### src/rtl/if_pkg.sv
// Shared types and defaults for the instruction-fetch stage.
// The fetch FSM encoding and the reset value of instruction queue entries live here.
package if_pkg;

   localparam int DEF_ADDR_W = 16;
   localparam int DEF_DATA_W = 32;

   localparam logic [31:0] NOP_INSTR = 32'h0000_0000;

   typedef enum logic [1:0] {
      IDLE = 2'd0,
      WAIT = 2'd1,
      DROP = 2'd2
   } fetch_state_t;

endpackage

### src/rtl/fetch_queue.sv
// Small synchronous FIFO of {pc, instr} pairs between memory return and decode.
// A synchronous clear beats both push and pop in the same cycle.
module fetch_queue
   import if_pkg::*;
#(
   parameter  int DEPTH  = 2,
   parameter  int ADDR_W = DEF_ADDR_W,
   parameter  int DATA_W = DEF_DATA_W,
   localparam int PTR_W  = $clog2(DEPTH),
   localparam int CNT_W  = PTR_W + 1
) (
   input  logic              clock,
   input  logic              reset,
   input  logic              push,
   input  logic              pop,
   input  logic              clear,
   input  logic [ADDR_W-1:0] push_pc,
   input  logic [DATA_W-1:0] push_instr,
   output logic [ADDR_W-1:0] head_pc,
   output logic [DATA_W-1:0] head_instr,
   output logic              empty,
   output logic              full,
   output logic [CNT_W-1:0]  count
);

   logic [ADDR_W-1:0] pc_q    [DEPTH];
   logic [ADDR_W-1:0] pc_d    [DEPTH];
   logic [DATA_W-1:0] instr_q [DEPTH];
   logic [DATA_W-1:0] instr_d [DEPTH];
   logic [PTR_W-1:0]  wr_ptr_q, wr_ptr_d;
   logic [PTR_W-1:0]  rd_ptr_q, rd_ptr_d;
   logic [CNT_W-1:0]  count_q, count_d;
   logic              do_push;
   logic              do_pop;

   assign empty      = (count_q == '0);
   assign full       = (count_q == CNT_W'(DEPTH));
   assign count      = count_q;
   assign head_pc    = pc_q[rd_ptr_q];
   assign head_instr = instr_q[rd_ptr_q];

   always_comb begin
      do_pop   = pop && !empty && !clear;
      // A full queue can still take a push when the head leaves in the same cycle.
      do_push  = push && !clear && (!full || do_pop);
      pc_d     = pc_q;
      instr_d  = instr_q;
      wr_ptr_d = wr_ptr_q;
      rd_ptr_d = rd_ptr_q;
      count_d  = count_q;
      if (clear) begin
         wr_ptr_d = '0;
         rd_ptr_d = '0;
         count_d  = '0;
      end else begin
         if (do_push) begin
            pc_d[wr_ptr_q]    = push_pc;
            instr_d[wr_ptr_q] = push_instr;
            wr_ptr_d          = wr_ptr_q + PTR_W'(1);
         end
         if (do_pop) begin
            rd_ptr_d = rd_ptr_q + PTR_W'(1);
         end
         case ({do_push, do_pop})
            2'b10:   count_d = count_q + CNT_W'(1);
            2'b01:   count_d = count_q - CNT_W'(1);
            default: count_d = count_q;
         endcase
      end
   end

   always_ff @(posedge clock) begin
      if (!reset) begin
         for (int i = 0; i < DEPTH; i++) begin
            pc_q[i]    <= '0;
            instr_q[i] <= DATA_W'(NOP_INSTR);
         end
         wr_ptr_q <= '0;
         rd_ptr_q <= '0;
         count_q  <= '0;
      end else begin
         pc_q     <= pc_d;
         instr_q  <= instr_d;
         wr_ptr_q <= wr_ptr_d;
         rd_ptr_q <= rd_ptr_d;
         count_q  <= count_d;
      end
   end

endmodule

### src/rtl/fetch_stage.sv
// Instruction-fetch stage: one outstanding memory read at a time, results queued for decode.
// A flushed read that memory has already accepted is drained in DROP and its data thrown away.
module fetch_stage
   import if_pkg::*;
#(
   parameter int ADDR_W = DEF_ADDR_W,
   parameter int DATA_W = DEF_DATA_W,
   parameter int DEPTH  = 2
) (
   input  logic                   clock,
   input  logic                   reset,
   input  logic [ADDR_W-1:0]      prog_count,
   output logic                   pc_take,
   input  logic                   flush,
   output logic                   imem_req,
   output logic [ADDR_W-1:0]      imem_addr,
   input  logic                   imem_ack,
   input  logic [DATA_W-1:0]      imem_rdata,
   output logic                   id_valid,
   input  logic                   id_ready,
   output logic [DATA_W-1:0]      id_instr,
   output logic [ADDR_W-1:0]      id_pc,
   output logic                   fetch_err,
   output fetch_state_t           dbg_state,
   output logic [$clog2(DEPTH):0] dbg_count
);

   // Handshakes: a memory read completes on a cycle with imem_req && imem_ack;
   // decode takes the head on a cycle with id_valid && id_ready (unless flush is high).

   fetch_state_t      state_q, state_d;
   logic              imem_req_q, imem_req_d;
   logic [ADDR_W-1:0] imem_addr_q, imem_addr_d;
   logic              pc_take_q, pc_take_d;
   logic              fetch_err_q, fetch_err_d;

   logic              q_push;
   logic              q_pop;
   logic              q_empty;
   logic              q_full;

   fetch_queue #(
      .DEPTH  (DEPTH),
      .ADDR_W (ADDR_W),
      .DATA_W (DATA_W)
   ) u_queue (
      .clock      (clock),
      .reset      (reset),
      .push       (q_push),
      .pop        (q_pop),
      .clear      (flush),
      .push_pc    (imem_addr_q),
      .push_instr (imem_rdata),
      .head_pc    (id_pc),
      .head_instr (id_instr),
      .empty      (q_empty),
      .full       (q_full),
      .count      (dbg_count)
   );

   assign id_valid  = !q_empty;
   assign q_pop     = id_valid && id_ready;
   assign pc_take   = pc_take_q;
   assign imem_req  = imem_req_q;
   assign imem_addr = imem_addr_q;
   assign fetch_err = fetch_err_q;
   assign dbg_state = state_q;

   always_comb begin
      state_d     = state_q;
      imem_req_d  = imem_req_q;
      imem_addr_d = imem_addr_q;
      pc_take_d   = 1'b0;
      fetch_err_d = fetch_err_q && !flush;
      q_push      = 1'b0;
      case (state_q)
         IDLE: begin
            if (!flush && !q_full) begin
               imem_req_d  = 1'b1;
               imem_addr_d = prog_count;
               pc_take_d   = 1'b1;
               state_d     = WAIT;
               if (prog_count[1:0] != 2'b00) begin
                  fetch_err_d = 1'b1;
               end
            end
         end
         WAIT: begin
            if (imem_ack) begin
               imem_req_d = 1'b0;
               q_push     = !flush;
               state_d    = IDLE;
            end else if (flush) begin
               state_d = DROP;
            end
         end
         DROP: begin
            // Memory cannot cancel a read; wait it out and discard the word.
            if (imem_ack) begin
               imem_req_d = 1'b0;
               state_d    = IDLE;
            end
         end
         default: begin
            imem_req_d = 1'b0;
            state_d    = IDLE;
         end
      endcase
   end

   always_ff @(posedge clock) begin
      if (!reset) begin
         state_q     <= IDLE;
         imem_req_q  <= 1'b0;
         imem_addr_q <= '0;
         pc_take_q   <= 1'b0;
         fetch_err_q <= 1'b0;
      end else begin
         state_q     <= state_d;
         imem_req_q  <= imem_req_d;
         imem_addr_q <= imem_addr_d;
         pc_take_q   <= pc_take_d;
         fetch_err_q <= fetch_err_d;
      end
   end

endmodule

### config.mk
export PLATFORM = sky130hd
export DESIGN_NAME = fetch_stage
export DESIGN_NICKNAME = d
export VERILOG_FILES = /design/src/rtl/if_pkg.sv /design/src/rtl/fetch_queue.sv /design/src/rtl/fetch_stage.sv
export SDC_FILE = /design/constraint.sdc
export NUM_CORES = 1
export LEC_CHECK = 0
export CORE_UTILIZATION = 50
export CTS_CLUSTER_SIZE = 24
export DETAILED_ROUTE_END_ITERATION = 16
export MAX_ROUTING_LAYER = met4
export PLACE_DENSITY_LB_ADDON = 0.05
export SLEW_MARGIN = 5
export SYNTH_ARGS = -nofsm -noshare
export SYNTH_HDL_FRONTEND = slang
export SYNTH_SLANG_ARGS = --single-unit
export TNS_END_PERCENT = 100
### constraint.sdc
create_clock -name clock -period 4.6 [get_ports clock]
set_input_delay 0.46 -clock clock [delete_from_list [all_inputs] [get_ports clock]]
set_output_delay 0.46 -clock clock [all_outputs]
set_load 0.01 [all_outputs]
==> out/summary.txt <==
gr ovfl total -> 0
commonest non-fill, non-tap cells in the layout -> nand2_1 (132), clkdlybuf4s50_1 (123), dfxtp_1 (120), o21ai_1 (51), mux2i_1 (50)
NumNets Final -> 708
clock power share -> 46.4%
Cell Area, Synth -> 5090 µm²
Hold Slack -> 453 ps
TNS Setup -> 0 ps
hold path depth -> 2
drt first-iter violations -> 166
fmax -> 316 MHz
Hold EP -> u_queue.instr_q[13]$_SDFFE_PN0P_
Die Area -> 10,600 µm²
met2 Use GR -> 36.4%
routed wire length per instance -> 14.4 µm
Resized Gates After CTS -> 0
Post-synth EDFFs -> 0
cts bufs inserted -> 17
LEAKAGE -> 2.57 nW
Fillers -> 817
Ys Warns -> 0
critical path class -> reg2out
dpl hpwl -> 7.52 mm
CTS tree -> built
FF-to-FF Start -> dbg_state[1]$_SDFFE_PN0P_
max-slew violations -> 0
DRC Markers -> 0
FP Rows -> 36
hold buffer count at cts -> 0
CTS Buffer Depth -> 2
Non-Filler Instances -> 796
area grow syn2layout -> 36.3%
Max FO, Critical Path -> 35
NetSw -> 0.684 mW
register area share after synthesis -> 47.6%
GRT Total Usage -> 23.1%
clock latency on the worst-skew pair -> 500 ps
Hold Path Class -> reg2reg
CP required -> 4140 ps
cell type with the highest aggregate area in the netlist -> dfxtp_1
Placed Instances -> 764
Chip Width -> 103 µm
Netlist cell types -> 33
via count -> 4,120
# IOs -> 125
Routed Antenna Nets -> 0
vias per cell -> 5.18
H-tree Lvls -> 4
M1 GR Usage -> 28.8%
Synth Area per Inst -> 9.38 µm²
Post-CTS Setup Bufs -> 0
Critical Path AT -> 2700 ps
Worst R2R Path Depth -> 7
Sw Share -> 24.7%
Post-synth top flop -> dfxtp_1
Cell Int Power -> 2.08 mW
leading cell type in the layout, fill and taps excluded -> nand2_1
Net Count, Synth -> 601
Setup Skew -> 7.93 ps
vias in the first global route -> 3,980
VDD IR-drop max -> 0.254 mV
Storage cell area -> 2420 µm²
met3 GRT Util -> 5.69%
DRT Wirelength -> 11.5 mm
Hold Fails Final Rpt -> 0
root buf cell -> clkbuf_8
number of max-cap violations -> 0
RD Place Congestion -> 0.783
PwrDens -> 399 nW/µm²
status -> completed
CP Capture Type -> output port
Slew headroom -> 22.2%
share of the synthesized area in the top cell type -> 47.6%
worst-margin pin slew -> 1170 ps
initial antenna violation count -> 0
ranking of synthesized cells by area -> dfxtp_1 (48%), mux2_1 (11%), mux2i_1 (9.8%)
Final Util -> 70.7%
RSZ-0062 raised after global routing -> false
Worst setup SP type -> flop
Reg power frac -> 40.6%
most crowded layer after global routing -> met2
global-route wire length before repair -> 18.6 mm
Yosys reg bits -> 121
area of the multi-input gates -> 2470 µm²
Post-Syn Instances -> 543
Logic pwr share -> 13.0%
HP Start -> u_queue.instr_q[13]$_SDFFE_PN0P_
largest net degree at the start of global routing -> 96
r2r setup slk -> 2120 ps
n_diodes -> 0
Die Span Y -> 103 µm
clock slew at reported path FFs -> 60 ps
final-report setup violation count -> 0
reg2reg end -> u_queue.instr_q[55]$_SDFFE_PN0P_
initial core utilization -> 51.8%
port bufs -> 124
first-pass iteration count of the detailed router -> 5
minimum clock period after layout -> 3160 ps
Sink Count -> 121
post-synthesis async set-or-reset flop share -> 0%
Final period util -> 68.8%
core area -> 9820 µm²
layout cells sized above 1 -> 6.79%
==> power groups by stage <==
stage	Combinational (mW)	Sequential, mW	Clock [mW]
finish	0.359	1.12	1.28
global placement	0.351	1.14	0
detailed placement	0.360	1.15	0
global route	0.390	1.13	1.35
floorplan	0.188	1.15	0
CTS	0.363	1.12	1.30
==> worst max-delay path, cell delays in order, from the launching register on <==
cell	delay, ps
dfxtp_2	930
buf_4	390
mux2_1	380
clkdlybuf4s50_1	480
==> cells in the mapped netlist, drive strengths merged (2+ instances only) <==
master and number:
inv 2, nand2b 3, buf 20, xor2 3, mux2 48, ha 5, clkbuf 21, nand2 132
nor2b 3, nand3 48, a21boi 17, o21ai 52, mux2i 50, nand3b 2, dfxtp 121, nor2 6
==> layout make-up <==
type,instances,share of cell area [%]
Clock buffer,19,6.36
Timing Repair Buffer,129,18.6
Inverter,2,0.108
Tap cell,133,2.40
Multi-Input combinational cell,379,35.5
Clock inverter,13,2.11
Sequential cell,121,34.9
==> worst max-delay path by stage <==
stage	start	to	slack (ps)	cells past startpoint
5_1_grt	u_queue.rd_ptr_q$_SDFFE_PP0P_	id_instr[21]	1320	3
6_report	u_queue.rd_ptr_q$_SDFFE_PP0P_	id_instr[21]	1440	3
3_5_place_dp	flush	u_queue.pc_q[23]$_SDFFE_PN0P_	1670	6
3_3_place_gp	flush	u_queue.pc_q[18]$_SDFFE_PN0P_	1750	6
2_1_floorplan	dbg_state[1]$_SDFFE_PN0P_	u_queue.count[1]$_SDFFE_PP0P_	2870	7
4_1_cts	u_queue.rd_ptr_q$_SDFFE_PP0P_	id_instr[21]	1410	3
==> cell families after synthesis <==
| logic type | count (synthesis) | synth area share [%] |
|---|---|---|
| multiplexers | 98 | 20.4 |
| buffers and inverters | 43 | 4.20 |
| flip-flops | 121 | 47.6 |
| AND/OR/NAND/NOR | 199 | 17.2 |
| adder cells (fa/ha/maj) | 5 | 1.23 |
| AO/OA/AOI/OAI | 73 | 8.65 |
| XOR/XNOR | 4 | 0.688 |
==> layer usage <==
metal,vias to the layer above,routed length (µm)
li1,2074,-
met3,10,563
met2,97,5410
met4,0,108
met5,-,0
met1,1939,5410
==> state kept, by name, summed over array words and instances, names as in the netlist <==
signal,count
dbg_state,2
fetch_err,1
imem_addr,16
imem_req,1
pc_take,1
u_queue.count,2
u_queue.instr_q,64
u_queue.pc_q,32
u_queue.rd_ptr_q,1
u_queue.wr_ptr_q,1
==> stage by stage <==
step,area (µm²),setup slack [ps],power [mW]
global placement,6350,1750,1.50
global route,6940,1320,2.87
CTS,6940,1410,2.79
detailed placement,6350,1670,1.51
finish,6940,1440,2.77
floorplan,5090,2870,1.34
(Power assumes the default switching activity.)
